[src/rtl/pu_msp430_ram_pkg.sv]
// pu_msp430_ram_pkg
// Shared types and elaboration-time helpers for the parametrised data RAM.
//   ram_state_e : controller state (sweep in progress / ready for accesses)
//   ram_lanes   : number of byte lanes for a given data width
//   ram_depth   : number of words for a given byte size and data width
//   ram_cfg_ok  : legality of a parameter set
package pu_msp430_ram_pkg;

  typedef enum logic [0:0] {
    RAM_CLEAR = 1'b0,
    RAM_READY = 1'b1
  } ram_state_e;

  function automatic int ram_lanes(input int data_width);
    return data_width / 8;
  endfunction

  function automatic int ram_depth(input int mem_size, input int data_width);
    return mem_size / (data_width / 8);
  endfunction

  // At least two words keeps the sweep pointer at least one bit wide.
  function automatic bit ram_cfg_ok(input int addr_msb, input int mem_size,
                                    input int data_width);
    return (data_width >= 8) && (data_width % 8 == 0) &&
           (ram_depth(mem_size, data_width) >= 2) &&
           (ram_depth(mem_size, data_width) <= (1 << (addr_msb + 1)));
  endfunction

endpackage

[src/rtl/pu_msp430_ram_clr_fsm.sv]
// pu_msp430_ram_clr_fsm
// Clear-on-reset sweep controller for the data RAM.
//   state     | meaning
//   ----------+------------------------------------------------------
//   RAM_CLEAR | writing the fill value to word[ptr], one word per cycle
//   RAM_READY | sweep finished, user port owns the array
// Ports:
//   clk      : clock
//   rst      : synchronous active-high reset
//   busy     : sweep in progress (also high while rst is asserted)
//   clr_we   : sweep write strobe for this cycle
//   clr_addr : word address written by the sweep
module pu_msp430_ram_clr_fsm
  import pu_msp430_ram_pkg::*;
#(
  parameter int DEPTH      = 128,
  parameter int AW         = 7,
  parameter bit CLR_ON_RST = 1'b1
) (
  input  logic          clk,
  input  logic          rst,
  output logic          busy,
  output logic          clr_we,
  output logic [AW-1:0] clr_addr
);

  localparam logic [AW-1:0] LAST      = AW'(DEPTH - 1);
  localparam ram_state_e    RST_STATE = CLR_ON_RST ? RAM_CLEAR : RAM_READY;

  ram_state_e    state, state_nxt;
  logic [AW-1:0] ptr, ptr_nxt;
  logic          busy_q;

  always_ff @(posedge clk) begin
    if (rst) begin
      state  <= RST_STATE;
      ptr    <= '0;
      busy_q <= 1'b1;
    end else begin
      state  <= state_nxt;
      ptr    <= ptr_nxt;
      // busy drops on the same edge that writes the last word
      busy_q <= (state_nxt == RAM_CLEAR);
    end
  end

  always_comb begin
    state_nxt = state;
    ptr_nxt   = ptr;
    clr_we    = 1'b0;
    case (state)
      RAM_CLEAR: begin
        clr_we = ~rst;
        if (ptr == LAST) begin
          state_nxt = RAM_READY;
          ptr_nxt   = '0;
        end else begin
          ptr_nxt = ptr + 1'b1;
        end
      end
      RAM_READY: begin
        state_nxt = RAM_READY;
      end
      default: begin
        state_nxt = RST_STATE;
        ptr_nxt   = '0;
      end
    endcase
  end

  assign clr_addr = ptr;
  assign busy     = busy_q | rst;

endmodule

[src/rtl/pu_msp430_ram_clr.sv]
// pu_msp430_ram_clr
// Single-port data/program RAM with per-byte active-low write enables,
// write-first read data, optional output register, clear-on-reset sweep
// and out-of-range access detection.
// Ports:
//   ram_clk      : clock
//   ram_rst      : synchronous active-high reset
//   ram_addr     : word address
//   ram_cen      : chip enable, active low
//   ram_din      : write data
//   ram_wen      : per-lane write enable, active low
//   ram_dout     : read data (holds the last returned word)
//   ram_dout_vld : one-cycle pulse, ram_dout carries a new result
//   ram_busy     : clear sweep in progress, accesses ignored
//   ram_err      : one-cycle pulse, out-of-range access
module pu_msp430_ram_clr
  import pu_msp430_ram_pkg::*;
#(
  parameter int                    ADDR_MSB   = 6,
  parameter int                    MEM_SIZE   = 256,
  parameter int                    DATA_WIDTH = 16,
  parameter bit                    OUT_REG    = 1'b0,
  parameter bit                    CLR_ON_RST = 1'b1,
  parameter logic [DATA_WIDTH-1:0] CLR_VALUE  = '0
) (
  input  logic                  ram_clk,
  input  logic                  ram_rst,
  input  logic [ADDR_MSB:0]     ram_addr,
  input  logic                  ram_cen,
  input  logic [DATA_WIDTH-1:0] ram_din,
  input  logic [DATA_WIDTH/8-1:0] ram_wen,
  output logic [DATA_WIDTH-1:0] ram_dout,
  output logic                  ram_dout_vld,
  output logic                  ram_busy,
  output logic                  ram_err
);

  localparam int NB    = ram_lanes(DATA_WIDTH);
  localparam int DEPTH = ram_depth(MEM_SIZE, DATA_WIDTH);
  localparam int AW    = $clog2(DEPTH);
  localparam int AWID  = ADDR_MSB + 1;
  // one extra bit so DEPTH == 2**AWID is still representable
  localparam logic [AWID:0] DEPTH_W = (AWID + 1)'(DEPTH);

  if (!ram_cfg_ok(ADDR_MSB, MEM_SIZE, DATA_WIDTH)) begin : g_bad_cfg
    $error("pu_msp430_ram_clr: illegal DATA_WIDTH/MEM_SIZE/ADDR_MSB combination");
  end

  logic          busy;
  logic          clr_we;
  logic [AW-1:0] clr_addr;

  pu_msp430_ram_clr_fsm #(
    .DEPTH      (DEPTH),
    .AW         (AW),
    .CLR_ON_RST (CLR_ON_RST)
  ) u_fsm (
    .clk      (ram_clk),
    .rst      (ram_rst),
    .busy     (busy),
    .clr_we   (clr_we),
    .clr_addr (clr_addr)
  );

  logic                  acc;
  logic                  in_range;
  logic                  acc_ok;
  logic [AW-1:0]         idx;
  logic [DATA_WIDTH-1:0] word_new;

  assign acc      = ~busy & ~ram_cen;
  assign in_range = ({1'b0, ram_addr} < DEPTH_W);
  assign acc_ok   = acc & in_range;
  assign idx      = ram_addr[AW-1:0];

  // Sweep and user port never write in the same cycle: user accesses are
  // gated off while busy is high.
  for (genvar g = 0; g < NB; g++) begin : g_lane
    logic [7:0] mem [DEPTH];

    always_ff @(posedge ram_clk) begin
      if (clr_we) begin
        mem[clr_addr] <= CLR_VALUE[8*g +: 8];
      end else if (acc_ok && !ram_wen[g]) begin
        mem[idx] <= ram_din[8*g +: 8];
      end
    end

    // write-first: the returned lane is the value the array will hold
    assign word_new[8*g +: 8] = ram_wen[g] ? mem[idx] : ram_din[8*g +: 8];
  end

  logic [DATA_WIDTH-1:0] dout_s1;
  logic                  vld_s1;
  logic                  err_s1;

  always_ff @(posedge ram_clk) begin
    if (ram_rst) begin
      dout_s1 <= '0;
      vld_s1  <= 1'b0;
      err_s1  <= 1'b0;
    end else begin
      vld_s1 <= acc_ok;
      err_s1 <= acc & ~in_range;
      if (acc_ok) begin
        dout_s1 <= word_new;
      end
    end
  end

  if (OUT_REG) begin : g_out_reg
    logic [DATA_WIDTH-1:0] dout_s2;
    logic                  vld_s2;
    logic                  err_s2;

    always_ff @(posedge ram_clk) begin
      if (ram_rst) begin
        dout_s2 <= '0;
        vld_s2  <= 1'b0;
        err_s2  <= 1'b0;
      end else begin
        vld_s2 <= vld_s1;
        err_s2 <= err_s1;
        if (vld_s1) begin
          dout_s2 <= dout_s1;
        end
      end
    end

    assign ram_dout     = dout_s2;
    assign ram_dout_vld = vld_s2;
    assign ram_err      = err_s2;
  end else begin : g_no_out_reg
    assign ram_dout     = dout_s1;
    assign ram_dout_vld = vld_s1;
    assign ram_err      = err_s1;
  end

  assign ram_busy = busy;

endmodule

[config.mk]
export PLATFORM = sky130hd
export DESIGN_NAME = pu_msp430_ram_clr
export DESIGN_NICKNAME = d
export VERILOG_FILES = /design/src/rtl/pu_msp430_ram_pkg.sv /design/src/rtl/pu_msp430_ram_clr_fsm.sv /design/src/rtl/pu_msp430_ram_clr.sv
export SDC_FILE = /design/constraint.sdc
export NUM_CORES = 2
export LEC_CHECK = 0
export BUFFER_PORTS_ARGS = -buffer_cell sky130_fd_sc_hd__buf_2
export CAP_MARGIN = 20
export CORE_ASPECT_RATIO = 1.4
export CORE_MARGIN = 2
export CORE_UTILIZATION = 30
export CTS_BUF_LIST = sky130_fd_sc_hd__clkbuf_4 sky130_fd_sc_hd__clkbuf_8
export CTS_CLUSTER_SIZE = 30
export DETAILED_ROUTE_END_ITERATION = 7
export GPL_ROUTABILITY_DRIVEN = 0
export HOLD_SLACK_MARGIN = 0.06
export PLACE_DENSITY_LB_ADDON = 0.1
export RECOVER_POWER = 100
export SYNTH_ARGS = -nofsm -noshare
export SYNTH_HDL_FRONTEND = slang
export SYNTH_SLANG_ARGS = --single-unit
export TNS_END_PERCENT = 50
[constraint.sdc]
create_clock -name ram_clk -period 4.44 [get_ports ram_clk]
set_clock_uncertainty 0.05 [all_clocks]
set_input_delay 0.222 -clock ram_clk [delete_from_list [all_inputs] [get_ports ram_clk]]
set_output_delay 0.222 -clock ram_clk [all_outputs]
set_load 0.05 [all_outputs]
==> impl_metrics.ini <==
[run_status]
status = finished, violations left
violations = max-capacitance violations, max-slew violations

[cts]
htree_levels = 5
clockBufferDepth = 4
root_buffer = clkbuf_8
cts_tree = yes
cts_resized = 0
cts_buffers = 348
clock_latency_ps = 990
cts_sinks = 2074
clkTransAtPathRegs_ps = 60

[die]
num_rows = 225
initial_utilization_pct = 30.13
core_mm2 = 0.2683
dieWidth_um = 442.7
die-area_mm2 = 0.2736
ios = 47
fp.dieH_um = 618.2

[route]
wl_mm = 247.5
route.detailed.drc = 0
drt_pass1_iterations = 7
via_count = 41650
drt_iter0_drc = 2921
final_antenna_net_count = 0
vias_per_cell = 4.890
wl_per_cell_um = 29.06

[final_layout]
final_nets = 4749
drive_above_1_share_pct = 22.01
multi_input_area_mm2 = 0.01762
area_delta_synth_final_pct = 15.98
utilization_pct = 34.94
fillers = 25390
final_cell_count_no_fill = 8517
regArea_mm2 = 0.06202

[logic_synthesis]
yosysSeqAreaShare_pct = 76.73
ys.flop_type = edfxtp_1
synth_compound_area_share_pct = 4.096
synthDistinctLibCells = 51
ys_ff_latch = 2074
syn_inst = 4163
syn_area_mm2 = 0.08083
muxShareOfSynthArea_pct = 13.97
syn_nets = 4192
yosys_warnings = 0
syn_area_per_cell_um2 = 19.42
synth_top_family_by_area = multiplexers
synth-simple-area-share_pct = 3.641
synth-xor-area-share_pct = 0.03251
synth_edf_count = 2048
synth_adder_area_share_pct = 0.01548
synthArstFlopShare_pct = 0

[worst_setup_path]
endpoint_kind = register
required_ps = 5110
path_buf_inv = 5
reg2reg_to = g_lane[1].mem[54][3]
path_common_cell = clkbuf_1
crit_fanout = 26
r2r_slack_ps = 520
critPathCapture = g_lane[0].mem[27][2]
cp_slowest_cell = clkbuf_1
r2r_cells = 9
cp_cell_sequence = dlygate4sd3_1, buf_2, clkbuf_1, o21ai_0, nand2_1, clkbuf_1, nor2_1, buf_4
slowest_delay_ps = 1550
cp.depth = 8
cp-startpoint = ram_rst
arrival_ps = 4700
startpoint_type = input port
path_class = in2reg
reg2reg_from = u_fsm.busy_q
cpLargestDelayFamily = buffers and inverters

[power]
power_leakage_uw = 0.03087
power.density_mw_per_mm2 = 418.4
max-vdd-ir-drop_mv = 0.2187

[grt]
grt_usage_pct = 17.81
grt_antenna_before_repair = 16
grt_max_degree = 94
grt_pass1_vias = 44470
grt.overflow.total = 0
grt_pass1_wl_mm = 347.6

[hold_path]
hold_path.startpoint = ram_addr[2]
hp-class = in2reg

[timing]
fmax_ghz = 0.2485
period_share_pct = 90.64
final-hold-violation-count = 0
worstMarginPinSlew_ps = 2133
max_slew_margin_pct = -42.21
slew_violations = 183
rsz0062_at_grt = no
finalSetupViolCount = 0
fin_tns_setup_ps = 0
timing.hold.ws_ps = 157.1
final.min_clock_period_ps = 4024
fin_ws_ps = 415.6

[job]
cap_violations = 6

[placed_design]
dp_hpwl_mm = 158.7
place_ws_ps = 794.3
place_inst = 7862
port_buffers = 45
[cell usage after synthesis, types with 2 or more instances]
library cell  count  area (um^2)
a211oi_1          2        15.01
a21oi_1          86        430.4
a22o_1            8        70.07
a22oi_1         298         2237
a31oi_1          10        62.56
a41oi_1          16        140.1
and2_1           20        125.1
buf_1            19        71.32
buf_2            66        330.3
buf_4            48        360.4
buf_6             6        67.56
clkbuf_1        100        375.4
dfxtp_1          26        520.5
edfxtp_1       2048        61500
inv_1             2        7.510
inv_2             2        7.510
mux2i_1         399         3994
mux4_2          324         7297
nand2_1         131        491.7
nand2_2           6        37.54
nand2b_1         16        100.1
nand3_1         110        550.5
nand3b_1          3        22.52
nand4_1          27        168.9
nand4b_1          4        35.03
nor2_1          281         1055
nor2b_1           9        56.30
nor3_1            9        45.04
nor3b_1          17        127.6
nor4_4            2        42.54
o21a_1            4        30.03
o21ai_0          19        95.09
o21ai_1           4        20.02
o21ai_2           3        26.28
o221ai_1         12        105.1
o31ai_1           5        37.54
or3_1             5        31.28
or4b_1            2        20.02
xor2_1            2        17.52
[routing by layer]
layer | up-vias | global-route usage [%] | share of wire (%)
li1 | 18240 | - | -
met1 | 22000 | 21.30 | 39
met2 | 1026 | 32.54 | 53
met3 | 381 | 2.623 | 4.2
met4 | 0 | 6.052 | 3.4
met5 | - | 0 | 0
[cells in the final DEF (no fill, tap or decap), types with 6 or more instances in the layout]
cell type | Yosys | layout
nor2_1 | 281 | 279
nor3_1 | 9 | 8
nand2_1 | 131 | 133
clkinvlp_4 | 0 | 9
clkinv_1 | 0 | 95
mux2i_1 | 399 | 399
buf_12 | 0 | 42
dfxtp_1 | 26 | 26
clkbuf_4 | 0 | 121
o21ai_0 | 19 | 21
a31oi_1 | 10 | 10
a41oi_1 | 16 | 16
diode_2 | 0 | 14
mux4_2 | 324 | 324
clkbuf_1 | 100 | 198
clkinv_2 | 0 | 29
buf_4 | 48 | 140
o221ai_1 | 12 | 12
buf_2 | 66 | 26
a21oi_1 | 86 | 86
nand3_1 | 110 | 110
clkbuf_2 | 0 | 11
and2_0 | 0 | 6
dlygate4sd3_1 | 0 | 26
a22oi_1 | 298 | 298
clkbuf_8 | 0 | 355
edfxtp_1 | 2048 | 2048
a22o_1 | 8 | 8
nand2b_1 | 16 | 16
nor3b_1 | 17 | 17
nand4_1 | 27 | 27
[how the worst min path moves through the flow]
| stage | end | cells past startpoint |
|---|---|---|
| 4_1_cts | ram_dout[1] | 5 |
| 5_1_grt | ram_dout[1] | 4 |
| 3_3_place_gp | u_fsm.clr_addr[5] | 2 |
| 6_report | ram_dout[1] | 4 |
| 2_1_floorplan | u_fsm.clr_addr[6] | 2 |
| 3_5_place_dp | u_fsm.clr_addr[5] | 2 |
[area by class of cell]
cell class              count  share of cell area (%)
diodes                     14                 0.03737
flip-flops and latches   2074                   66.16
repair buffers            446                   3.326
multi-input cells        1846                   18.80
clock inverters           140                  0.7941
well taps                3518                   4.695
clock buffers             475                   6.173
inverters                   4                 0.01602
[sequential cells by signal (all words and copies together) (netlist names)]
register        flops
g_lane.mem       2048
ram_dout           16
ram_dout_vld        1
u_fsm.busy_q        1
u_fsm.clr_addr      7
u_fsm.state         1
[per-stage QoR]
stage,area (um^2),power [uW]
2_1_floorplan,80830,22560
3_3_place_gp,87760,23250
3_5_place_dp,87770,23240
4_1_cts,94560,39880
5_1_grt,93720,40680
6_report,93740,39220
[logic make-up after synthesis]
logic type      after synthesis
simple gates                647
flops                      2074
mux                         723
other cells                   1
compound gates              471
xor+xnor                      3
fa+ha+maj                     1
buf+inv                     243
[worst min-delay path, delay by kind of cell]
kind / cells / cell delay (ps)
AND/OR/NAND/NOR: 1 / 110
multiplexers: 1 / 390
AO/OA/AOI/OAI: 1 / 120
buffers and inverters: 1 / 280
[repair_timing]
item | CTS | global route
endpoints found under the hold margin | 1550 | 0
hold buffers | 26 | 0
endpoints found under the setup margin | 0 | 0
buffers inserted | 0 | 0
[power by group]
| group | internal [uW] | total, uW | leakage, uW | switching, uW |
|---|---|---|---|---|
| clock network | 8700 | 16400 | 0.00345 | 7730 |
| registers | 21200 | 21200 | 0.0199 | 12.1 |
| logic | 569 | 1570 | 0.00753 | 1000 |
Note: power is estimated with default switching activity, not from simulation.
